--- config.mk ---
export PLATFORM = sky130hd
export DESIGN_NAME = bcd_updown_ctr
export DESIGN_NICKNAME = d
export VERILOG_FILES = /design/src/rtl/bcd_pkg.sv /design/src/rtl/bcd_digit.sv /design/src/rtl/bcd_updown_ctr.sv
export SDC_FILE = /design/constraint.sdc
export NUM_CORES = 1
export LEC_CHECK = 0
export BUFFER_PORTS_ARGS = -buffer_cell sky130_fd_sc_hd__buf_2
export CORE_MARGIN = 10
export CORE_UTILIZATION = 45
export CTS_CLUSTER_SIZE = 25
export DETAILED_ROUTE_END_ITERATION = 7
export HOLD_SLACK_MARGIN = 0.08
export PLACE_DENSITY = 0.79
export SYNTH_ARGS = -nofsm -noshare
export SYNTH_HDL_FRONTEND = slang
export SYNTH_SLANG_ARGS = --single-unit
--- constraint.sdc ---
create_clock -name clk -period 2.8 [get_ports clk]
set_input_delay 0.14 -clock clk [delete_from_list [all_inputs] [get_ports clk]]
set_output_delay 0.14 -clock clk [all_outputs]
set_load 0.02 [all_outputs]
--- src/rtl/bcd_pkg.sv ---
// Shared BCD types, digit constants and the digit legality helper used by
// the N-digit up/down counter and its per-digit slice.
package bcd_pkg;

  typedef logic [3:0] bcd_digit_t;

  localparam bcd_digit_t BCD_MAX_DIGIT = 4'd9;
  localparam bcd_digit_t BCD_ZERO      = 4'd0;

  // A nibble is a legal BCD digit when it lies in 0..9.
  function automatic logic is_bcd_digit(input bcd_digit_t d);
    return (d <= BCD_MAX_DIGIT);
  endfunction

endpackage

--- src/rtl/bcd_digit.sv ---
// One decade of the BCD counter. Holds a single digit, applies clear, load
// and a single up/down step, and reports whether it sits at the limit for
// the current direction so the parent can ripple the step upward.
module bcd_digit
  import bcd_pkg::*;
(
  input  logic       clk,
  input  logic       rst,
  input  bcd_digit_t rst_val,
  input  logic       clear,
  input  logic       load,
  input  bcd_digit_t load_digit,
  input  logic       step,
  input  logic       up_dn,
  output bcd_digit_t digit,
  output logic       at_limit
);

  // At the limit means the next step in this direction wraps the digit.
  assign at_limit = up_dn ? (digit == BCD_MAX_DIGIT) : (digit == BCD_ZERO);

  // Digit register: clear beats load beats step; a wrapping step rolls 9->0 or 0->9.
  always_ff @(posedge clk or posedge rst) begin
    if (rst) begin
      digit <= rst_val;
    end else if (clear) begin
      digit <= rst_val;
    end else if (load) begin
      digit <= load_digit;
    end else if (step) begin
      if (up_dn) begin
        digit <= (digit == BCD_MAX_DIGIT) ? BCD_ZERO : digit + 4'd1;
      end else begin
        digit <= (digit == BCD_ZERO) ? BCD_MAX_DIGIT : digit - 4'd1;
      end
    end
  end

endmodule

--- src/rtl/bcd_updown_ctr.sv ---
// Parametrised N-digit BCD up/down counter with synchronous clear, checked
// parallel load and a combinational terminal-count output for cascading.
// Optional build macro BCD_CTR_SATURATE_EN: when defined, the counter holds
// at 99..9 going up and at 0 going down instead of wrapping.
module bcd_updown_ctr
  import bcd_pkg::*;
#(
  parameter int                        NUM_DIGITS = 2,
  parameter logic [4*NUM_DIGITS-1:0]   RST_VAL    = '0
) (
  input  logic                    clk,
  input  logic                    rst,
  input  logic                    clear,
  input  logic                    load,
  input  logic [4*NUM_DIGITS-1:0] load_val,
  input  logic                    count_en,
  input  logic                    up_dn,
  output logic [4*NUM_DIGITS-1:0] bcd,
  output logic                    tc,
  output logic                    load_err
);

  if ((NUM_DIGITS < 1) || (NUM_DIGITS > 8)) begin : g_bad_num_digits
    $error("bcd_updown_ctr: NUM_DIGITS must be in 1..8");
  end

  logic [NUM_DIGITS-1:0] digit_legal;
  logic [NUM_DIGITS-1:0] at_limit;
  logic [NUM_DIGITS-1:0] step_chain;
  logic                  load_ok;
  logic                  load_accept;
  logic                  all_at_limit;
  logic                  count_step;

  for (genvar g = 0; g < NUM_DIGITS; g++) begin : g_digit
    if (!is_bcd_digit(RST_VAL[4*g +: 4])) begin : g_bad_rst_val
      $error("bcd_updown_ctr: RST_VAL contains a non-BCD digit");
    end

    assign digit_legal[g] = is_bcd_digit(load_val[4*g +: 4]);

    // A digit steps only when every lower digit is about to wrap.
    if (g > 0) begin : g_ripple
      assign step_chain[g] = step_chain[g-1] & at_limit[g-1];
    end

    bcd_digit u_digit (
      .clk        (clk),
      .rst        (rst),
      .rst_val    (RST_VAL[4*g +: 4]),
      .clear      (clear),
      .load       (load_accept),
      .load_digit (load_val[4*g +: 4]),
      .step       (step_chain[g]),
      .up_dn      (up_dn),
      .digit      (bcd[4*g +: 4]),
      .at_limit   (at_limit[g])
    );
  end

  assign all_at_limit = &at_limit;
  assign tc           = count_en & all_at_limit;

`ifdef BCD_CTR_SATURATE_EN
  assign count_step = count_en & ~all_at_limit;
`else
  assign count_step = count_en;
`endif

  // A load request, accepted or rejected, suppresses counting in that cycle.
  assign step_chain[0] = count_step & ~clear & ~load;

  assign load_ok     = &digit_legal;
  assign load_accept = load & load_ok;

  // Rejected-load flag is a one-cycle pulse, cleared by reset and clear.
  always_ff @(posedge clk or posedge rst) begin
    if (rst) begin
      load_err <= 1'b0;
    end else if (clear) begin
      load_err <= 1'b0;
    end else begin
      load_err <= load & ~load_ok;
    end
  end

endmodule

Word level (Yosys, flattened, before mapping):

Index checks and enable logic that the tools add are counted.

* output and inout bits: 10
* bits of input ports: 14
* ROM bits: 0
* latch bits: 0
* flip-flop bits (word level): 9
* logic and storage cells: 41
* memories kept: 0
* RAM bits: 0

* shifts and indexed selects: 0
* div/mod/pow operators: 0
* muxes and demuxes: 15
* bitwise operators: 9
* multipliers: 0
* order comparisons: 2
* reductions and logical operators: 6
* equality and inequality tests: 2
* add/subtract/negate cells: 4

Operators with widths (number)
* two-way mux 4 bit: 12
* adder 4 x 1 -> 4 bit (second input constant): 2
* equality test 4 bit (second input constant): 2
* less-or-equal comparator 4 bit (second input constant): 2
* logical NOT 4 bit: 2
* subtractor 4 x 1 -> 4 bit (second input constant): 2
* bitwise AND 1 bit: 6
* nonzero test 3 bit: 2
* AND reduction 2 bit: 2
* two-way mux 1 bit: 3
* inverter 1 bit: 3

Depth between registers and ports, before layout:

* word-level depth: 7
* gate-level depth with buffers: 7
* mapped depth without buffers: 7

Worst setup path after synthesis:

OpenSTA, ideal clock, no wires.

* path type: register to register
* start: reg g_digit[0].u_digit.digit[0]
* end: reg g_digit[1].u_digit.digit[0]
* clock period less this slack: 2.100 ns
* setup time: 0.135 ns
* arrival: 1.965 ns
* required time: 2.665 ns
* path buffers: 0
* setup slack: 0.700 ns
* cell stages (with the launch flop): 8
* cells stage by stage: dfrtp_1 -> inv_1 -> ha_1 -> or4b_4 -> a21bo_4 -> nor4_1 -> a211o_2 -> a21oi_1

* longest elaborated chain between the ends: 4
* elaborated cells between the ends (all ways): 5
* classes of those cells: eq/ne (1); mux (1); bitwise (1); reduce/logical (2)

Ends and longest elaborated chain
* start, declared: line bcd_digit.sv:15 `output bcd_digit_t digit,`
* start signal, assigned: line bcd_digit.sv:25 `digit <= rst_val;`
* start signal, assigned: line bcd_digit.sv:27 `digit <= rst_val;`
* start signal, assigned: line bcd_digit.sv:29 `digit <= load_digit;`
* equality test 4 bit or logical NOT 4 bit (tied branches): line bcd_digit.sv:20 `assign at_limit = up_dn ? (digit == BCD_MAX_DIGIT) : (digit == BCD_ZERO);`
* two-way mux 1 bit (*): line bcd_digit.sv:20
* bitwise AND 1 bit (*): line bcd_updown_ctr.sv:44 `assign step_chain[g] = step_chain[g-1] & at_limit[g-1];`
* nonzero test 3 bit (no source line) (*)
* end signal, assigned: line bcd_digit.sv:25
* end signal, assigned: line bcd_digit.sv:27
* end signal, assigned: line bcd_digit.sv:29
* end, declared: line bcd_digit.sv:15

Every way passes the cells marked *; elsewhere a longest branch is shown, timed or not.
A chain may end at the register's enable or synchronous reset.

Worst setup path in the final report:

* start: reg g_digit[1].u_digit.digit[0]
* end: out tc

* longest elaborated chain between the ends: 4
* elaborated cells between the ends (all ways): 5
* classes of those cells: eq/ne (1); mux (1); bitwise (1); reduce/logical (2)

Ends and longest elaborated chain
* equality test 4 bit or logical NOT 4 bit (tied branches): line bcd_digit.sv:20
* two-way mux 1 bit (*): line bcd_digit.sv:20
* AND reduction 2 bit (*): line bcd_updown_ctr.sv:61 `assign all_at_limit = &at_limit;`
* bitwise AND 1 bit (*): line bcd_updown_ctr.sv:62 `assign tc = count_en & all_at_limit;`
* end, declared: line bcd_updown_ctr.sv:19 `output logic tc,`

Marks and branches as above.

==> run summary <==
Layout fillers - 165
Adder-Cell Fraction of Synth Area - 0.1156
Syn nets - 126
Largest net degree at the start of global routing - 16
Yosys cell types - 39
Clk pin slew, worst setup/hold paths - 0.06 ns
Slew Viols, Final - 0
Post-Syn Area per Cell - 8.325 sq um
Max Fanout on Critical Path - 9
Row count - 15
Synth Flop Type - dfrtp_1
Number of port buffers - 23
Final Setup Violations - 0
Largest cells by area after synthesis - dfrtp_1 26%, ha_1 12%, nor2_1 4.3%
RSZ-0062 raised after global routing - no
Post-synth EDFFs - 0
Final worst-path cycle share - 0.8219
Slew @ Worst Pin - 0.6701 ns
Core box area - 0.001783 sq mm
DRC violations left - 0
Yosys top cell area share - 0.2601
Static Leak - 0.0004778 uW
Congestion Overflow GR - 0
R2r worst-path depth - 7
Clock Sink Count - 9
Top-count cell post-synth - nor2_1
CTS tree - built
Final HPWL DP - 1.794 mm
Outcome - finished, final reports clean
Synth Warn # - 0
Gate Count Post-Synth - 104
CTS H-tree lvls - 1
Avg WL per Cell - 14.65 um
Post-CTS sizing - 0
Total Routing Usage GR - 0.1137
Routed vias - 900
Compound-Gate Fraction of Synth Area - 0.2616
Worst setup margin - 0.4987 ns
Crit path from - g_digit[1].u_digit.digit[0]
Main combinational cell family by area after synthesis - simple AND/OR/NAND/NOR gates
Area Overhead vs Synth - 19.80%
Worst skew pair latency - 0.26 ns
Initial antenna violation count - 0
Top Ports - 24
CTS Buffer Depth - 2
Synth top cells by count - 10 x nor2_1, 9 x dfrtp_1, 8 x ha_1, 8 x inv_1, 7 x o21ai_0
Netlist Area Pre-Place - 865.8 sq um
First-pass GRT wire length - 3.981 mm
Worst r2r src - g_digit[0].u_digit.digit[0]
Flop2flop setup slack - 0.66 ns
Reg-to-Reg End - g_digit[1].u_digit.digit[1]
Drt initial violations - 24
Fmax - 434.5 MHz
Routability-driven placement congestion ratio - 0.8566
Post-Route Setup TNS - 0 ns
# nets final - 152
DP Worst Slack - 0.6531 ns
Die height - 63.87 um
Pwr Density - 389.5 mW/mm^2
Vias in the first global route - 848
Ant diodes - 0
DR pass1 iterations - 4
Top cell type by total area after synthesis - dfrtp_1
Hold Fails Final Rpt - 0
Fin Clk Skew - 0.005024 ns
Vias per Instance - 5.844
Synth Register Bits - 9
Hold Crit Class - in -> reg
CP Launch Type - flip-flop
Critical Path End - tc
Post-DRT Antenna Nets - 0
Die W - 63.87 um
Seq/Total Area, Yosys - 0.2601
Worst vdd ir - 320.3 uV
Share of layout cells above drive strength 1 - 0.2403
MaxCap Viol Count - 0
Fin crit period - 2.301 ns
Total CTS buffers - 3
Arr. time, crit path - 2.16 ns
WS Path Type - reg -> out
CP required - 2.66 ns
Multiplexer share of the synthesized area - 0.02457
Crit end category - output pin
Initial Utilization - 0.4856
Root Driver - clkbuf_4
Utilization after layout - 0.5818
Full die area - 0.004079 sq mm
Total Routed Length - 2.256 mm
Post-synthesis xor/xnor area fraction - 0.01012
Synth Area in Simple Gates - 0.2803
Async set-reset flop share out of synthesis - 1.000
Slew HR - 0.5470
stage by stage:
step | cell area [sq um] | hold slack, ns | power (uW) | instances
finish | 1037 | 0.1278 | 404.0 | 154
global route | 1037 | 0.1502 | 431.0 | 154
CTS | 1037 | 0.1215 | 406.5 | 154
detailed placement | 1001 | 0.1086 | 305.5 | 149
global placement | 1001 | 0.1108 | 302.3 | 149
floorplan | 865.8 | -0.03208 | 259.3 | 104
flip-flops by register name, summed over array words and instances, names as in the netlist:
name / cells
g_digit.u_digit.digit: 8
load_err: 1
how the worst min path moves through the flow:
stage                                       end  depth (start not counted)  slack [ns]        start
detailed placement                     load_err                          2        0.11          rst
floorplan           g_digit[0].u_digit.digit[0]                          1       -0.03          rst
global route        g_digit[1].u_digit.digit[0]                          3        0.15  load_val[4]
global placement    g_digit[0].u_digit.digit[0]                          2        0.11          rst
CTS                 g_digit[1].u_digit.digit[0]                          3        0.12  load_val[4]
finish              g_digit[1].u_digit.digit[0]                          3        0.13  load_val[4]
logic make-up (layout without fill, tap and decap cells):
logic type,after synthesis,count (layout)
xor+xnor,1,1
flops,9,9
mux,2,2
buf+inv,11,36
fa+ha+maj,8,8
compound gates,33,33
simple gates,40,40
routing by layer:
| layer | track usage | vias up | part of all wire |
|---|---|---|---|
| met4 | 0.04372 | 0 | 0.015 |
| met5 | 0 | - | 0 |
| met2 | 0.1828 | 26 | 0.47 |
| met1 | 0.1478 | 425 | 0.47 |
| li1 | - | 445 | - |
| met3 | 0.01742 | 4 | 0.043 |
worst max-delay path: stages (launching register included):
cell	delay [ns]
dfrtp_1	0.47
inv_1	0.15
ha_1	0.21
nor4b_1	0.57
o21ai_0	0.18
a21oi_1	0.14
buf_2	0.18
final cells by class:
class,instances,area (sq um),share of cell area
Timing Repair Buffer,24,125.1,0.1206
Sequential cell,9,225.2,0.2171
Multi-Input combinational cell,84,599.3,0.5778
Clock buffer,4,26.28,0.02533
Inverter,8,30.03,0.02895
Tap cell,25,31.28,0.03016
layout by cell type, fill, tap and decap left out, types with 2 or more instances in the layout:
master / n
buf_2: 23
nor2_1: 10
dfrtp_1: 9
inv_1: 8
ha_1: 8
o21ai_0: 7
nand3_1: 6
a31oi_1: 5
a21oi_1: 5
nand2b_1: 4
a22oi_1: 3
nor4b_1: 3
a211oi_1: 3
clkbuf_4: 3
o21bai_1: 2
nand4_1: 2
nand2_1: 2
nor4_1: 2
repair_timing:
item	in CTS	in global routing
hold endpoints to repair	9	0
setup buffers	0	0
hold buffers	1	0
power by group:
part	internal [uW]	switching (uW)
sequential	140	19.6
combinational	62.2	84.5
clock	54.8	42.8
Power figures use the tool's default switching activity.
